$ cat src/rtl/instr_fetch_pkg.sv
// Shared fetch-unit definitions: FSM encoding, reset PC, instruction field positions, buffer depth.
// Buffer depth depends on the FETCH_PREFETCH_EN macro (defined: 2 entries, undefined: 1 entry).
package instr_fetch_pkg;

  typedef enum logic [1:0] {
    ST_REQ  = 2'd0,
    ST_WAIT = 2'd1,
    ST_HOLD = 2'd2
  } fetch_state_t;

  localparam logic [31:0] RESET_PC_DEFAULT = 32'h0000_0000;

  localparam int OP_MSB    = 31;
  localparam int OP_LSB    = 26;
  localparam int FUNCT_MSB = 5;
  localparam int FUNCT_LSB = 0;

`ifdef FETCH_PREFETCH_EN
  localparam int FETCH_DEPTH = 2;
`else
  localparam int FETCH_DEPTH = 1;
`endif

endpackage

$ cat src/rtl/fetch_fifo.sv
// Small instruction buffer holding {pc, instr} pairs; supports push/pop/flush and
// a simultaneous push and pop when full.
module fetch_fifo #(
  parameter int DEPTH = 1,
  parameter int CW    = $clog2(DEPTH + 1)
) (
  input  logic          clk,
  input  logic          rst_n,
  input  logic          push_i,
  input  logic          pop_i,
  input  logic          flush_i,
  input  logic [63:0]   wdata_i,
  output logic [63:0]   rdata_o,
  output logic [CW-1:0] count_o,
  output logic          full_o,
  output logic          empty_o
);

  localparam int PW = (DEPTH > 1) ? $clog2(DEPTH) : 1;

  logic [63:0]   mem_q [DEPTH];
  logic [PW-1:0] rd_ptr_q, wr_ptr_q;
  logic [CW-1:0] count_q;
  logic          do_push, do_pop;

  function automatic logic [PW-1:0] next_ptr(input logic [PW-1:0] p);
    return (p == PW'(DEPTH - 1)) ? '0 : p + 1'b1;
  endfunction

  assign empty_o = (count_q == '0);
  assign full_o  = (count_q == CW'(DEPTH));
  assign do_pop  = pop_i && !empty_o;
  assign do_push = push_i && (!full_o || do_pop);

  always_ff @(posedge clk or negedge rst_n) begin
    if (!rst_n) begin
      rd_ptr_q <= '0;
      wr_ptr_q <= '0;
      count_q  <= '0;
      for (int i = 0; i < DEPTH; i++) mem_q[i] <= '0;
    end else if (flush_i) begin
      rd_ptr_q <= '0;
      wr_ptr_q <= '0;
      count_q  <= '0;
    end else begin
      if (do_push) begin
        mem_q[wr_ptr_q] <= wdata_i;
        wr_ptr_q        <= next_ptr(wr_ptr_q);
      end
      if (do_pop) rd_ptr_q <= next_ptr(rd_ptr_q);
      count_q <= count_q + CW'(do_push) - CW'(do_pop);
    end
  end

  assign rdata_o = mem_q[rd_ptr_q];
  assign count_o = count_q;

endmodule

$ cat src/rtl/instr_fetch.sv
// Instruction fetch unit: issues word reads to instruction memory, buffers responses,
// and handles redirects. FETCH_PREFETCH_EN selects a 2-entry prefetch buffer.
module instr_fetch
  import instr_fetch_pkg::*;
#(
  parameter logic [31:0] RESET_PC = RESET_PC_DEFAULT,
  parameter int          IMEM_AW  = 32
) (
  input  logic               clk,
  input  logic               rst_n,
  output logic               imem_req,
  output logic [IMEM_AW-1:0] imem_addr,
  input  logic               imem_gnt,
  input  logic               imem_rvalid,
  input  logic [31:0]        imem_rdata,
  input  logic               redirect,
  input  logic [31:0]        redirect_pc,
  output logic               instr_valid,
  input  logic               instr_ready,
  output logic [31:0]        instr,
  output logic [31:0]        instr_pc,
  output logic [5:0]         op,
  output logic [5:0]         funct
);

  localparam int DEPTH = FETCH_DEPTH;
  localparam int CW    = $clog2(DEPTH + 1);

  fetch_state_t  state_q, state_d;
  logic [31:0]   fetch_pc_q, fetch_pc_d;
  logic [31:0]   req_pc_q;
  logic          outst_q, outst_d;
  logic          drop_q, drop_d;

  logic          grant, rsp_live, push, pop;
  logic [CW-1:0] fifo_count;
  logic [CW:0]   cnt_after;
  logic          fifo_full, fifo_empty;
  logic [63:0]   fifo_rdata;
  logic          unused_bits;

  assign unused_bits = ^redirect_pc[1:0];

  // A new request needs no response in flight and a free slot for it
  assign imem_req  = rst_n && (state_q == ST_REQ) && !redirect && !outst_q && !fifo_full;
  assign imem_addr = fetch_pc_q[IMEM_AW-1:0];
  assign grant     = imem_req && imem_gnt;
  assign rsp_live  = imem_rvalid && outst_q && !drop_q;
  assign push      = rsp_live && !redirect;
  assign pop       = instr_valid && instr_ready && !redirect;
  assign cnt_after = ({1'b0, fifo_count} + (CW+1)'(1)) - (CW+1)'(pop);

  always_comb begin
    state_d    = state_q;
    fetch_pc_d = fetch_pc_q;
    outst_d    = outst_q;
    drop_d     = drop_q;
    if (grant) begin
      fetch_pc_d = fetch_pc_q + 32'd4;
      outst_d    = 1'b1;
    end
    if (imem_rvalid && outst_q) begin
      outst_d = 1'b0;
      drop_d  = 1'b0;
    end
    unique case (state_q)
      ST_REQ:  if (grant) state_d = ST_WAIT;
      ST_WAIT: if (rsp_live) state_d = (cnt_after < (CW+1)'(DEPTH)) ? ST_REQ : ST_HOLD;
      ST_HOLD: if (pop) state_d = ST_REQ;
      default: state_d = ST_REQ;
    endcase
    // A response still in flight at redirect time belongs to the old stream
    if (redirect) begin
      state_d    = ST_REQ;
      fetch_pc_d = {redirect_pc[31:2], 2'b00};
      outst_d    = outst_q && !imem_rvalid;
      drop_d     = outst_q && !imem_rvalid;
    end
  end

  always_ff @(posedge clk or negedge rst_n) begin
    if (!rst_n) begin
      state_q    <= ST_REQ;
      fetch_pc_q <= RESET_PC;
      req_pc_q   <= RESET_PC;
      outst_q    <= 1'b0;
      drop_q     <= 1'b0;
    end else begin
      state_q    <= state_d;
      fetch_pc_q <= fetch_pc_d;
      outst_q    <= outst_d;
      drop_q     <= drop_d;
      if (grant) req_pc_q <= fetch_pc_q;
    end
  end

  fetch_fifo #(
    .DEPTH (DEPTH),
    .CW    (CW)
  ) u_fifo (
    .clk     (clk),
    .rst_n   (rst_n),
    .push_i  (push),
    .pop_i   (pop),
    .flush_i (redirect),
    .wdata_i ({req_pc_q, imem_rdata}),
    .rdata_o (fifo_rdata),
    .count_o (fifo_count),
    .full_o  (fifo_full),
    .empty_o (fifo_empty)
  );

  assign instr_valid = !fifo_empty;
  assign instr_pc    = fifo_rdata[63:32];
  assign instr       = fifo_rdata[31:0];
  assign op          = instr[OP_MSB:OP_LSB];
  assign funct       = instr[FUNCT_MSB:FUNCT_LSB];

endmodule
$ cat config.mk
export PLATFORM = sky130hd
export DESIGN_NAME = instr_fetch
export DESIGN_NICKNAME = d
export VERILOG_FILES = /design/src/rtl/instr_fetch_pkg.sv /design/src/rtl/fetch_fifo.sv /design/src/rtl/instr_fetch.sv
export SDC_FILE = /design/constraint.sdc
export NUM_CORES = 1
export LEC_CHECK = 0
export CAP_MARGIN = 30
export CORE_ASPECT_RATIO = 0.5
export CORE_MARGIN = 2
export CORE_UTILIZATION = 43
export DETAILED_ROUTE_END_ITERATION = 16
export PLACE_DENSITY = 0.78
export SLEW_MARGIN = 20
export SYNTH_ARGS = -nofsm -noshare
export SYNTH_HDL_FRONTEND = slang
export SYNTH_HIERARCHICAL = 1
export SYNTH_SLANG_ARGS = --single-unit
$ cat constraint.sdc
create_clock -name clk -period 2.4 [get_ports clk]
set_clock_uncertainty 0.15 [all_clocks]
set_input_delay 0.24 -clock clk [delete_from_list [all_inputs] [get_ports clk]]
set_output_delay 0.24 -clock clk [all_outputs]
set_load 0.01 [all_outputs]
==> impl_table.tex <==
\begin{tabular}{lr}
\hline
Metric & Value \\
\hline
\multicolumn{2}{l}{\textbf{Status}} \\
\quad Result of the run & complete, but fails checks \\
\quad Violations in the final reports & setup timing \\
\multicolumn{2}{l}{\textbf{Global routing}} \\
\quad Via count of the first global-routing pass & between 4,000 and 5,000 \\
\quad GRT Residual Overflow & 0 \\
\quad Initial antenna violation count & 0 \\
\quad Total routing resource utilization after global routing & about a fifth \\
\quad Pin count of the biggest net entering global routing & 77 \\
\quad Wire length of the first global-routing pass & between 20,000 and 25,000 µm \\
\multicolumn{2}{l}{\textbf{Drt}} \\
\quad Via total after detailed routing & $\sim$4,800 \\
\quad First-pass DRT Iterations & 5 \\
\quad Top Metal Used & met4 \\
\quad DRC violations left & 0 \\
\quad WL met3 & 1140 µm \\
\quad Routed wire length & 16,200 µm \\
\quad Remaining antenna violation count & 0 \\
\quad Via-per-instance ratio & 5.29 \\
\quad Avg WL per Cell & 17.8 µm \\
\quad Sum of routed wire segments on met1 & 7000 µm \\
\quad DR iter-0 viols & between 300 and 400 \\
\quad DR WL met2 & 7890 µm \\
\multicolumn{2}{l}{\textbf{Floorplan}} \\
\quad Floorplan die area & 0.0150 mm² \\
\quad Initial core utilization & 44.1\% \\
\quad Number of cell rows & 30 \\
\quad Core region area & 0.0136 mm² \\
\quad Die X-Extent & 171 µm \\
\quad Height of the die & 87.5 µm \\
\quad Number of placed I/O pins & between 150 and 200 \\
\multicolumn{2}{l}{\textbf{Worst hold path}} \\
\quad HP Start & redirect\_pc[2] \\
\quad Hold EP & imem\_addr[2] \\
\quad Worst hold path cell count & 3 \\
\quad HP Class & in2reg \\
\multicolumn{2}{l}{\textbf{Synth}} \\
\quad Predominant post-synthesis flop cell & dfrtp\_1 \\
\quad Most common library cells after synthesis & dfrtp\_1 (129), nand2\_1 (108), mux2\_4 (60) \\
\quad Post-synthesis area per instance & 11.6 µm² \\
\quad Most used standard cell by instance count after synthesis & dfrtp\_1 \\
\quad Netlist cell types & 42 \\
\quad Fraction of synthesized cell area taken by the top area cell type & 53.9\% \\
\quad Top area cells in the synthesized netlist & dfrtp\_1 (54\%), mux2\_4 (15\%), nand2\_1 (6.8\%) \\
\quad Count of flip-flops with a built-in enable after synthesis & 0 \\
\quad Post-synthesis instance area & 0.00599 mm² \\
\quad Cell type contributing the most total cell area after synthesis & dfrtp\_1 \\
\quad Number of warning messages in the yosys log & 6 \\
\quad Register bit total from synthesis & approximately 130 \\
\quad Proportion of register bits with asynchronous set or reset after synthesis & 100\% \\
\quad Register area share after synthesis & 53.9\% \\
\quad Mapped Cells & 515 \\
\multicolumn{2}{l}{\textbf{Timing}} \\
\quad Final hold vios & 0 \\
\quad Total of endpoints with negative setup slack in the final report & 1 \\
\quad Worst-case headroom to the max-slew limit & between 50\% and 60\% \\
\quad Highest clock frequency the design can meet & 415 MHz \\
\quad Max-slew violation total from the final report & 0 \\
\quad Worst Tran Pin Value & around 670 ps \\
\quad Setup repair after global routing missed its margin & true \\
\quad Worst setup slack after layout & -11.1 ps \\
\quad Final Hold Slack & approximately 250 ps \\
\quad Final worst-path cycle share & 100\% \\
\quad Period minus WS final & 2410 ps \\
\multicolumn{2}{l}{\textbf{Layout}} \\
\quad Final cell utilization of the core & about 64\% \\
\quad Number of diodes & 0 \\
\quad Post-route insts no fill & 913 \\
\quad Count of nets after finishing & roughly 780 \\
\quad Post-route design area & around 0.0088 mm² \\
\quad Share of final-layout standard cells stronger than drive strength 1 & 19.6\% \\
\quad Layout area overhead & 46.2\% \\
\multicolumn{2}{l}{\textbf{Critical path}} \\
\quad Number of cells traversed by the worst register-to-register path & 5 \\
\quad Critical path data arrival time & 2600 ps \\
\quad Crit path max-delay cell type & or4b\_4 \\
\quad Number of cells on the critical path & 5 \\
\quad Number of buffers and inverters on the critical path & 1 \\
\quad Cells along the critical path & or4b\_4 -> or4b\_4 -> buf\_12 -> or3\_4 -> nand3\_2 \\
\quad Worst Path Class, Setup & reg2reg \\
\quad Worst EP required & 2590 ps \\
\quad Setup slack on the worst flop-to-flop path & -10 ps \\
\quad Cell type group with the largest total delay on the critical path & simple AND/OR/NAND/NOR gates \\
\quad Largest fanout on the critical path & 10 \\
\quad Most frequent CP cell & or4b\_4 \\
\quad Reg-to-Reg Start & state\_q[0] \\
\quad FF-to-FF End & imem\_addr[26] \\
\quad Critical path endpoint category & flip-flop \\
\quad Kind of start point of the critical path & flip-flop \\
\quad Slowest cell delay on critical path & 630 ps \\
\multicolumn{2}{l}{\textbf{Power}} \\
\quad Largest voltage drop on the vdd net & 0.000644 V \\
\quad Total power per unit cell area & 906 mW/mm² \\
\quad Leak Pwr & 3.95 nW \\
\quad Total power consumption of the routed design & 0.00794 W \\
\multicolumn{2}{l}{\textbf{Clocking}} \\
\quad Clock Sink Count & between 100 and 150 \\
\quad Number of buffers created by CTS & 17 \\
\quad Clock tree from TritonCTS & done \\
\quad Clock buffer depth & 2 \\
\quad Clk Latency, worst-skew pair & 400 ps \\
\quad H-tree Lvls & 4 \\
\quad CTS root buf & clkbuf\_16 \\
\quad Worst-path clk slew & roughly 60 ps \\
\multicolumn{2}{l}{\textbf{Job}} \\
\quad Max-cap viol count & 0 \\
\multicolumn{2}{l}{\textbf{Placement}} \\
\quad Number of port buffers & 175 \\
\quad Area after DPL & between 0.007 and 0.008 mm² \\
\quad Total half-perimeter wirelength after legalization and detailed placement & 10,700 µm \\
\quad Cell total after placement & 873 \\
\quad Final weighted congestion of routability-driven global placement & 0.853 \\
\hline
\end{tabular}
[worst min-delay path, stage by stage]
cell	delay [ps]
clkdlybuf4s50_1	390
nand2_1	60
o21ai_0	70
[stage by stage]
stage,setup TNS [ps],worst slack [ps]
after global placement,0,52.1
after CTS,0,1.35
after detailed placement,0,6.00
final,-11.1,-11.1
after global routing,-439,-64.4
after floorplan,-145,-55.5
[what timing repair did]
item,4_1_cts,5_1_grt
hold buffers,1,0
endpoints found under the hold margin,75,0
pin swaps,0,9
buffers inserted,1,5
cloned,0,3
gates resized for setup,2,14
endpoints found under the setup margin,2,19
[how the worst max path moves through the flow]
stage / slack [ps] / start / end
2_1_floorplan: -60 / u_fifo/count_o / imem_addr[15]
3_3_place_gp: 50 / state_q[0] / imem_addr[7]
3_5_place_dp: 6 / state_q[0] / imem_addr[23]
4_1_cts: 1 / state_q[0] / imem_addr[26]
5_1_grt: -60 / state_q[0] / imem_addr[25]
6_report: -10 / state_q[0] / imem_addr[26]
[logic make-up (layout without fill, tap and decap cells)]
group / after synthesis / in the layout / share of synthesized area (%)
AOI/OAI and AO/OA: 58 / 58 / 6.66
buffers and inverters: 52 / 255 / 6.18
adders and majority gates: 1 / 1 / 0.209
and+or+nand+nor: 202 / 202 / 16.0
muxes: 70 / 70 / 16.8
other: 1 / 4 / 0.0626
DFF: 129 / 129 / 53.9
xor gates and xnor gates: 2 / 2 / 0.292
[routing by layer]
layer | track usage [%] | vias to the layer above
met2 | 34.5 | 195
met1 | 27.8 | 2429
met4 | 6.01 | 0
met5 | 0 | -
li1 | - | 2184
met3 | 4.68 | 20
[report_power, final]
group          switching [W]  internal, W  leakage [nW]
Combinational       0.000820      0.00147          2.02
Sequential          0.000402      0.00271          1.64
Clock               0.000882      0.00165         0.284
Total                0.00210      0.00583          3.95
[registers in the layout, summed over array words and instances, names as in the netlist]
signal,count
drop_q,1
imem_addr,30
outst_q,1
req_pc_q,30
state_q,2
u_fifo/count_o,1
u_fifo/mem_q,64
[cells in the final DEF (no fill, tap or decap), drive strengths merged, types with 2 or more instances in the layout]
cell / count
dfrtp: 129
and3: 5
nand3: 19
mux2: 64
clkinv: 2
a21oi: 5
nor4: 5
or4: 2
or3: 5
o311ai: 10
nand2b: 4
a221o: 3
a31oi: 2
a22oi: 8
a21o: 2
inv: 10
nor3: 6
clkbuf: 27
mux2i: 6
clkdlybuf4s50: 173
and2: 2
nand2: 108
and4: 2
nand4: 16
o211ai: 10
bufinv: 2
buf: 38
o21ai: 17
or4b: 2
conb: 4
nor2: 21
nand3b: 2
[cell type report]
| class | instances | area (µm²) |
|---|---|---|
| fillers | 1027 | 4820 |
| repair buffers | 216 | 2220 |
| clock inverters | 5 | 77.6 |
| inverters | 10 | 37.5 |
| multi-input cells | 337 | 2460 |
| clock buffers | 24 | 502 |
| well taps | 192 | 240 |
| flip-flops and latches | 129 | 3230 |
Note: power is estimated with default switching activity, not from simulation.
